File: src/rtl/blood_fx_pkg.sv
`default_nettype none
// ============================================================================
// Module      : blood_fx_pkg
// Description : Shared constants, slot state encoding and helper for blood_fx
// Revision    : 1.0
// ============================================================================
package blood_fx_pkg;

    localparam int          SPR         = 64;
    localparam int          HALF        = 32;
    localparam logic [11:0] TRANSPARENT = 12'h000;

    typedef enum logic [0:0] {
        IDLE   = 1'b0,
        ACTIVE = 1'b1
    } slot_state_e;

    // Sprite top-left from its centre; may go negative near the screen edge.
    function automatic logic signed [10:0] sprite_origin(input logic [9:0] c);
        return $signed({1'b0, c}) - $signed(11'(HALF));
    endfunction

endpackage
`default_nettype wire

File: src/rtl/blood_fx_ctrl_if.sv
`default_nettype none
// ============================================================================
// Module      : blood_fx_ctrl_if
// Description : Request, scan, ROM and overlay signals of the blood_fx block
// Revision    : 1.0
// ============================================================================
interface blood_fx_ctrl_if #(
    parameter int N_FRAMES = 4
);
    localparam int FW = $clog2(N_FRAMES);

    logic          frame_tick;
    logic          video_on;
    logic [9:0]    pixel_x;
    logic [9:0]    pixel_y;
    logic [1:0]    hit_req;
    logic [9:0]    hit_x0;
    logic [9:0]    hit_y0;
    logic [9:0]    hit_x1;
    logic [9:0]    hit_y1;
    logic [1:0]    hit_ack;
    logic [1:0]    fx_busy;
    logic [5:0]    rom_row;
    logic [5:0]    rom_col;
    logic [FW-1:0] rom_frame;
    logic [11:0]   rom_data;
    logic          blood_on;
    logic [11:0]   blood_rgb;

    modport slave (
        input  frame_tick, video_on, pixel_x, pixel_y,
        input  hit_req, hit_x0, hit_y0, hit_x1, hit_y1, rom_data,
        output hit_ack, fx_busy, rom_row, rom_col, rom_frame,
        output blood_on, blood_rgb
    );

    modport master (
        output frame_tick, video_on, pixel_x, pixel_y,
        output hit_req, hit_x0, hit_y0, hit_x1, hit_y1, rom_data,
        input  hit_ack, fx_busy, rom_row, rom_col, rom_frame,
        input  blood_on, blood_rgb
    );

endinterface
`default_nettype wire

File: src/rtl/blood_fx_slot.sv
`default_nettype none
// ============================================================================
// Module      : blood_fx_slot
// Description : One player's effect slot: FSM, position latch, frame counters,
//               hit test and registered acknowledge.
// Revision    : 1.0
// ============================================================================
module blood_fx_slot
    import blood_fx_pkg::*;
#(
    parameter int N_FRAMES   = 4,
    parameter int HOLD_TICKS = 6,
    localparam int FW        = $clog2(N_FRAMES),
    localparam int HW        = $clog2(HOLD_TICKS),
    localparam int AW        = $clog2(SPR)
) (
    input  wire logic          clk,
    input  wire logic          reset_n,
    input  wire logic          frame_tick_i,
    input  wire logic          video_on_i,
    input  wire logic [9:0]    pixel_x_i,
    input  wire logic [9:0]    pixel_y_i,
    input  wire logic          req_i,
    input  wire logic [9:0]    hit_x_i,
    input  wire logic [9:0]    hit_y_i,
    output      logic          ack_o,
    output      logic          busy_o,
    output      logic          inside_o,
    output      logic [AW-1:0] row_o,
    output      logic [AW-1:0] col_o,
    output      logic [FW-1:0] frame_o
);

    slot_state_e        state_q, state_d;
    logic signed [10:0] ox_q, ox_d;
    logic signed [10:0] oy_q, oy_d;
    logic [FW-1:0]      frame_q, frame_d;
    logic [HW-1:0]      hold_q, hold_d;
    logic               ack_q, ack_d;

    always_ff @(posedge clk or negedge reset_n) begin
        if (!reset_n) begin
            state_q <= IDLE;
            ox_q    <= '0;
            oy_q    <= '0;
            frame_q <= '0;
            hold_q  <= '0;
            ack_q   <= 1'b0;
        end else begin
            state_q <= state_d;
            ox_q    <= ox_d;
            oy_q    <= oy_d;
            frame_q <= frame_d;
            hold_q  <= hold_d;
            ack_q   <= ack_d;
        end
    end

    // A request (first trigger or retrigger) outranks a same-cycle tick.
    always_comb begin
        state_d = state_q;
        ox_d    = ox_q;
        oy_d    = oy_q;
        frame_d = frame_q;
        hold_d  = hold_q;
        ack_d   = req_i;
        if (req_i) begin
            state_d = ACTIVE;
            ox_d    = sprite_origin(hit_x_i);
            oy_d    = sprite_origin(hit_y_i);
            frame_d = '0;
            hold_d  = '0;
        end else if (state_q == ACTIVE && frame_tick_i) begin
            if (hold_q == HW'(HOLD_TICKS - 1)) begin
                hold_d = '0;
                if (frame_q == FW'(N_FRAMES - 1)) begin
                    state_d = IDLE;
                    frame_d = '0;
                end else begin
                    frame_d = frame_q + FW'(1);
                end
            end else begin
                hold_d = hold_q + HW'(1);
            end
        end
    end

    logic signed [11:0] w_dx;
    logic signed [11:0] w_dy;

    assign w_dx = $signed({2'b00, pixel_x_i}) - $signed({ox_q[10], ox_q});
    assign w_dy = $signed({2'b00, pixel_y_i}) - $signed({oy_q[10], oy_q});

    // Zero upper bits means 0 <= d < SPR, which also rejects negatives.
    assign inside_o = (state_q == ACTIVE) && video_on_i &&
                      (w_dx[11:AW] == '0) && (w_dy[11:AW] == '0);
    assign row_o    = w_dy[AW-1:0];
    assign col_o    = w_dx[AW-1:0];
    assign frame_o  = frame_q;
    assign ack_o    = ack_q;
    assign busy_o   = (state_q == ACTIVE);

endmodule
`default_nettype wire

File: src/rtl/blood_fx_ctrl.sv
`default_nettype none
// ============================================================================
// Module      : blood_fx_ctrl
// Description : Two-slot blood-splatter sequencer, ROM sharer and overlay
//               pipeline. Define BLOOD_RR_EN for per-frame alternating
//               overlap priority; default is player 0 always wins.
// Revision    : 1.0
// ============================================================================
module blood_fx_ctrl
    import blood_fx_pkg::*;
#(
    parameter int N_FRAMES   = 4,
    parameter int HOLD_TICKS = 6
) (
    input wire logic       clk,
    input wire logic       reset_n,
    blood_fx_ctrl_if.slave bus
);

    localparam int FW = $clog2(N_FRAMES);

    logic [9:0]    w_hx     [2];
    logic [9:0]    w_hy     [2];
    logic [5:0]    w_row    [2];
    logic [5:0]    w_col    [2];
    logic [FW-1:0] w_frame  [2];
    logic [1:0]    w_ack;
    logic [1:0]    w_busy;
    logic [1:0]    w_inside;

    assign w_hx[0] = bus.hit_x0;
    assign w_hy[0] = bus.hit_y0;
    assign w_hx[1] = bus.hit_x1;
    assign w_hy[1] = bus.hit_y1;

    generate
        for (genvar p = 0; p < 2; p++) begin : g_slot
            blood_fx_slot #(
                .N_FRAMES   (N_FRAMES),
                .HOLD_TICKS (HOLD_TICKS)
            ) u_slot (
                .clk          (clk),
                .reset_n      (reset_n),
                .frame_tick_i (bus.frame_tick),
                .video_on_i   (bus.video_on),
                .pixel_x_i    (bus.pixel_x),
                .pixel_y_i    (bus.pixel_y),
                .req_i        (bus.hit_req[p]),
                .hit_x_i      (w_hx[p]),
                .hit_y_i      (w_hy[p]),
                .ack_o        (w_ack[p]),
                .busy_o       (w_busy[p]),
                .inside_o     (w_inside[p]),
                .row_o        (w_row[p]),
                .col_o        (w_col[p]),
                .frame_o      (w_frame[p])
            );
        end
    endgenerate

    logic w_sel0;
    logic w_sel1;

`ifdef BLOOD_RR_EN
    logic prio_q;

    always_ff @(posedge clk or negedge reset_n) begin
        if (!reset_n) begin
            prio_q <= 1'b0;
        end else if (bus.frame_tick) begin
            prio_q <= ~prio_q;
        end
    end

    assign w_sel1 = w_inside[1] && (!w_inside[0] || prio_q);
`else
    assign w_sel1 = w_inside[1] && !w_inside[0];
`endif
    assign w_sel0 = w_inside[0] && !w_sel1;

    logic [5:0]    row_q, row_d;
    logic [5:0]    col_q, col_d;
    logic [FW-1:0] frame_q, frame_d;
    logic          v1_q, v1_d;
    logic          v2_q;
    logic          on_q, on_d;
    logic [11:0]   rgb_q, rgb_d;

    always_comb begin
        row_d   = '0;
        col_d   = '0;
        frame_d = '0;
        v1_d    = w_sel0 || w_sel1;
        if (w_sel0) begin
            row_d   = w_row[0];
            col_d   = w_col[0];
            frame_d = w_frame[0];
        end else if (w_sel1) begin
            row_d   = w_row[1];
            col_d   = w_col[1];
            frame_d = w_frame[1];
        end
    end

    // rom_data lines up with v2 because the ROM registers our address.
    always_comb begin
        on_d  = v2_q && (bus.rom_data != TRANSPARENT);
        rgb_d = on_d ? bus.rom_data : TRANSPARENT;
    end

    always_ff @(posedge clk or negedge reset_n) begin
        if (!reset_n) begin
            row_q   <= '0;
            col_q   <= '0;
            frame_q <= '0;
            v1_q    <= 1'b0;
            v2_q    <= 1'b0;
            on_q    <= 1'b0;
            rgb_q   <= '0;
        end else begin
            row_q   <= row_d;
            col_q   <= col_d;
            frame_q <= frame_d;
            v1_q    <= v1_d;
            v2_q    <= v1_q;
            on_q    <= on_d;
            rgb_q   <= rgb_d;
        end
    end

    assign bus.hit_ack   = w_ack;
    assign bus.fx_busy   = w_busy;
    assign bus.rom_row   = row_q;
    assign bus.rom_col   = col_q;
    assign bus.rom_frame = frame_q;
    assign bus.blood_on  = on_q;
    assign bus.blood_rgb = rgb_q;

endmodule
`default_nettype wire
File: src/flat_wrapper.sv
// flat-port wrapper written by rule: the top's interface ports become plain ports
module blood_fx_ctrl_flat import blood_fx_pkg::*;
#(
    parameter int N_FRAMES   = 4,
    parameter int HOLD_TICKS = 6
)
  (clk, reset_n, bus_frame_tick, bus_video_on, bus_pixel_x, bus_pixel_y, bus_hit_req, bus_hit_x0, bus_hit_y0, bus_hit_x1, bus_hit_y1, bus_rom_data, bus_hit_ack, bus_fx_busy, bus_rom_row, bus_rom_col, bus_rom_frame, bus_blood_on, bus_blood_rgb);
  blood_fx_ctrl_if #(.N_FRAMES(N_FRAMES)) bus_i ();
  input wire logic clk;
  input wire logic reset_n;
  input wire logic [$bits(bus_i.frame_tick)-1:0] bus_frame_tick;
  input wire logic [$bits(bus_i.video_on)-1:0] bus_video_on;
  input wire logic [$bits(bus_i.pixel_x)-1:0] bus_pixel_x;
  input wire logic [$bits(bus_i.pixel_y)-1:0] bus_pixel_y;
  input wire logic [$bits(bus_i.hit_req)-1:0] bus_hit_req;
  input wire logic [$bits(bus_i.hit_x0)-1:0] bus_hit_x0;
  input wire logic [$bits(bus_i.hit_y0)-1:0] bus_hit_y0;
  input wire logic [$bits(bus_i.hit_x1)-1:0] bus_hit_x1;
  input wire logic [$bits(bus_i.hit_y1)-1:0] bus_hit_y1;
  input wire logic [$bits(bus_i.rom_data)-1:0] bus_rom_data;
  output wire logic [$bits(bus_i.hit_ack)-1:0] bus_hit_ack;
  output wire logic [$bits(bus_i.fx_busy)-1:0] bus_fx_busy;
  output wire logic [$bits(bus_i.rom_row)-1:0] bus_rom_row;
  output wire logic [$bits(bus_i.rom_col)-1:0] bus_rom_col;
  output wire logic [$bits(bus_i.rom_frame)-1:0] bus_rom_frame;
  output wire logic [$bits(bus_i.blood_on)-1:0] bus_blood_on;
  output wire logic [$bits(bus_i.blood_rgb)-1:0] bus_blood_rgb;
  assign bus_i.frame_tick = bus_frame_tick;
  assign bus_i.video_on = bus_video_on;
  assign bus_i.pixel_x = bus_pixel_x;
  assign bus_i.pixel_y = bus_pixel_y;
  assign bus_i.hit_req = bus_hit_req;
  assign bus_i.hit_x0 = bus_hit_x0;
  assign bus_i.hit_y0 = bus_hit_y0;
  assign bus_i.hit_x1 = bus_hit_x1;
  assign bus_i.hit_y1 = bus_hit_y1;
  assign bus_i.rom_data = bus_rom_data;
  assign bus_hit_ack = bus_i.hit_ack;
  assign bus_fx_busy = bus_i.fx_busy;
  assign bus_rom_row = bus_i.rom_row;
  assign bus_rom_col = bus_i.rom_col;
  assign bus_rom_frame = bus_i.rom_frame;
  assign bus_blood_on = bus_i.blood_on;
  assign bus_blood_rgb = bus_i.blood_rgb;
  blood_fx_ctrl #(.N_FRAMES(N_FRAMES), .HOLD_TICKS(HOLD_TICKS)) u_core (.clk(clk), .reset_n(reset_n), .bus(bus_i));
endmodule
File: config.mk
export PLATFORM = sky130hd
export DESIGN_NAME = blood_fx_ctrl_flat
export DESIGN_NICKNAME = d
export VERILOG_FILES = /design/src/rtl/blood_fx_pkg.sv /design/src/rtl/blood_fx_ctrl_if.sv /design/src/rtl/blood_fx_slot.sv /design/src/rtl/blood_fx_ctrl.sv /design/src/flat_wrapper.sv
export SDC_FILE = /design/constraint.sdc
export NUM_CORES = 1
export LEC_CHECK = 0
export BUFFER_PORTS_ARGS = -buffer_cell sky130_fd_sc_hd__clkbuf_2
export CAP_MARGIN = 30
export CORE_ASPECT_RATIO = 1.2
export CORE_MARGIN = 5
export CORE_UTILIZATION = 56
export CTS_CLUSTER_DIAMETER = 150
export CTS_CLUSTER_SIZE = 16
export DETAILED_ROUTE_END_ITERATION = 12
export PLACE_DENSITY = 0.92
export SLEW_MARGIN = 15
export SYNTH_ARGS = -nofsm -noshare
export SYNTH_HDL_FRONTEND = slang
export SYNTH_SLANG_ARGS = --single-unit
File: constraint.sdc
create_clock -name clk -period 4.21 [get_ports clk]
set_input_delay 0.6315 -clock clk [delete_from_list [all_inputs] [get_ports clk]]
set_output_delay 0.6315 -clock clk [all_outputs]
set_load 0.005 [all_outputs]
==> summary.txt <==
Power
  – Sw power: a little under 0.0007 W
  – Internal power: 0.001621 W
  – Reg power frac: about two fifths
  – Clock power share: 34.7%
  – Overall Power: 0.002305 W
  – Comb power frac: between 20% and 30%
  – Max VDD drop: 201.4 uV
  – Leak pwr: 3.242 nW
  – Sw frac: approximately 30%
  – Pwr Density: 360.1 mW/mm^2

Clock tree
  – Hold_buf cts: 0
  – TritonCTS buffer count: 9
  – CTS Buffer Depth: 2
  – Clk slew on worst S/H paths: around 60 ps
  – H-tree depth: 3
  – PostCTS Resize Cnt: 0
  – Root Driver: clkbuf_16
  – CTS tree: built
  – Later-pin clock latency in the skew report: 340 ps
  – # clock sinks: slightly below 90
  – Post-CTS Setup Bufs: 0

Route
  – Drt pass-1 iters: 5
  – Final antenna-violating net count: 0
  – Routed len/inst: ~17 um
  – DRT iter0 DRCs: between 200 and 300
  – Drt total wl: between 10000 and 15000 um
  – Vias per cell: around 5.7
  – Via count: 4690
  – DRC: 0

Global route
  – Global-route wire length before repair: 22200 um
  – Gr usage total: around a quarter
  – Pin count of the biggest net entering global routing: between 50 and 60
  – Grt ovf: 0
  – Antenna violations before repair: 0
  – Vias in the first global route: 4906

Synthesis
  – Most instantiated cells after synthesis: 87 x dfrtp_1, 65 x inv_1, 46 x ha_1
  – Syn Area/Cell: roughly 9.3 um^2
  – Synth cell types: 57
  – Mapped cell area: ~0.0054 mm^2
  – Area share of the largest cell type after synthesis: roughly two fifths
  – Syn nets: 712
  – Sequential share of the synthesized area: 40.03%
  – #FFs+latches synth: 87
  – Most common cell in the synthesized netlist: dfrtp_1
  – Syn Inst Count: between 500 and 600
  – Synth warn: 0
  – Area contributors post-synth: dfrtp_1 40%, ha_1 11%, inv_1 4.5%
  – Post-synth EDFFs: 0
  – Share of flip-flops with an asynchronous set or reset: 100.0%
  – Yosys top cell by area: dfrtp_1
  – Main synth FF type: dfrtp_1

Final layout
  – Antenna diode count: 0
  – Area grow syn2layout: 17.69%
  – Share of post-route cells with drive strength above 1: about 22%
  – Post-route cell area: approximately 0.0064 mm^2
  – Nets: 817

Critical path
  – WS Path Type: input port to flop
  – CP startpoint kind: input port
  – Arr. time, crit path: roughly 4000 ps
  – Crit path capture type: flop
  – Worst-path fanout max: 7
  – Req. time, crit path: roughly 4400 ps

STA
  – Fin Setup TNS: 0 ps
  – RSZ-0062 raised after global routing: no
  – Post-Route Skew: 5.876 ps
  – Crit share post-route: 89.41%
  – Fmax achieved: approximately 270 MHz
  – Final Max Slew Viols: 0
  – Final Hold Vio Count: 0
  – Count of final setup violators: 0
  – Worst setup margin: approximately 450 ps
  – Min Clock Period, post-route: roughly 3800 ps
  – Worst Tran Pin Value: 933.7 ps
  – Max-slew headroom: a little under two fifths

Floorplanning
  – Die area: 0.01179 mm^2
  – Die width: 99.97 um
  – Boundary pin count: roughly 110
  – Die H: about 120 um
  – Core area: 0.009515 mm^2
  – Initial Utilization: a little under three fifths
  – Cell row count: 39

Status
  – Status: completed

Place
  – DP HPWL: approximately 11000 um
  – Port Buf Inserts: 108
  – Cell Area, Placed: between 0.006 and 0.007 mm^2
  – DP Worst Slack: between 150 and 200 ps
  – Gpl congestion: between 0.9 and 1

Min path
  – Hold crit path type: input port to asynchronous set/reset pin

Flow run
  – Max-cap violations: 0
-- critical path: stages --
cell,delay (ps)
clkbuf_2,80
inv_1,40
ha_1,220
fa_1,370
and2b_1,270
o31ai_2,110
a211o_1,320
a211o_1,270
a31o_1,210
or4_1,520
a2111o_1,420
buf_4,220
o31ai_1,300
-- through the flow --
stage / hold WS [ps] / util (%) / cells
2_1_floorplan: 331.2 / - / 584
3_3_place_gp: 334.4 / 63.84 / 800
3_5_place_dp: 352.2 / 64.13 / 801
4_1_cts: 261.4 / 67.27 / 816
5_1_grt: 288.7 / 67.27 / 816
6_report: 247.1 / 67.27 / 816
-- registers in the layout, summed over array words and instances, names as in the netlist --
name	flops
u_core.bus.rom_frame	2
u_core.g_slot.u_slot.ox_q	22
u_core.g_slot.u_slot.ack_o	2
u_core.v1_q	1
u_core.bus.blood_rgb	12
u_core.bus.rom_row	6
u_core.v2_q	1
u_core.bus.blood_on	1
u_core.g_slot.u_slot.busy_o	2
u_core.g_slot.u_slot.frame_o	4
u_core.bus.rom_col	6
u_core.g_slot.u_slot.hold_q	6
u_core.g_slot.u_slot.oy_q	22
-- cells in the final DEF, fill, tap and decap left out, types with 11 or more instances in the layout --
master    count
a21o_1       14
a21oi_1      44
and2_1       14
clkbuf_2    107
dfrtp_1      87
ha_1         46
inv_1        65
nand2_1      44
nand3_1      25
nor2_1       40
o21ai_0      34
xnor2_1      23
xor2_1       11
-- area by class of cell --
cell class              count  area [um^2]
clock buffers              12        256.5
clock inverters             3        42.54
fillers                   741         3114
inverters                  65        244.0
multi-input cells         411         2912
flip-flops and latches     87         2177
well taps                 123        153.9
repair buffers            115        615.6
-- layer usage --
metal	GRT usage, %	wire (um)
met5	0	0
met4	10.42	429
met3	5.039	938
met2	41.69	6846
met1	26.16	5279
-- final timing paths --
kind	startpoint	endpoint	cells after the start	slack, ps
worst max-delay path	bus_pixel_x[0]	u_core.bus.rom_row[2]$_DFF_PN0_	13	450
worst min-delay path	reset_n	u_core.g_slot[1].u_slot.ox_q[3]$_DFFE_PN0P_	1	250
worst max register to register	u_core.g_slot[1].u_slot.ox_q[0]$_DFFE_PN0P_	u_core.bus.rom_row[2]$_DFF_PN0_	11	470
worst min register to register	u_core.v1_q$_DFF_PN0_	u_core.v2_q$_DFF_PN0_	0	360
max in group asynchronous	reset_n	u_core.bus.blood_rgb[7]$_DFF_PN0_	2	3350
min in group clk	u_core.v1_q$_DFF_PN0_	u_core.v2_q$_DFF_PN0_	0	360
-- power groups by stage --
stage                     Clock [W]  Combinational (W)  Sequential [W]
after CTS                  0.000814           0.000587        0.000912
final                      0.000800           0.000593        0.000913
after global routing       0.000852           0.000661        0.000917
after detailed placement          0           0.000581        0.000927
after floorplan                   0           0.000413        0.000918
after global placement            0           0.000545        0.000924
-- cell families after synthesis --
| kind of cell | count (synthesis) | share of synthesized area, % |
|---|---|---|
| flip-flops | 87 | 40.03 |
| buffers and inverters | 86 | 6.441 |
| XOR/XNOR | 34 | 5.475 |
| AO/OA/AOI/OAI | 148 | 18.75 |
| multiplexers | 12 | 2.346 |
| adder cells (fa/ha/maj) | 50 | 12.05 |
| AND/OR/NAND/NOR | 167 | 14.91 |
Note: power is estimated with default switching activity, not from simulation.
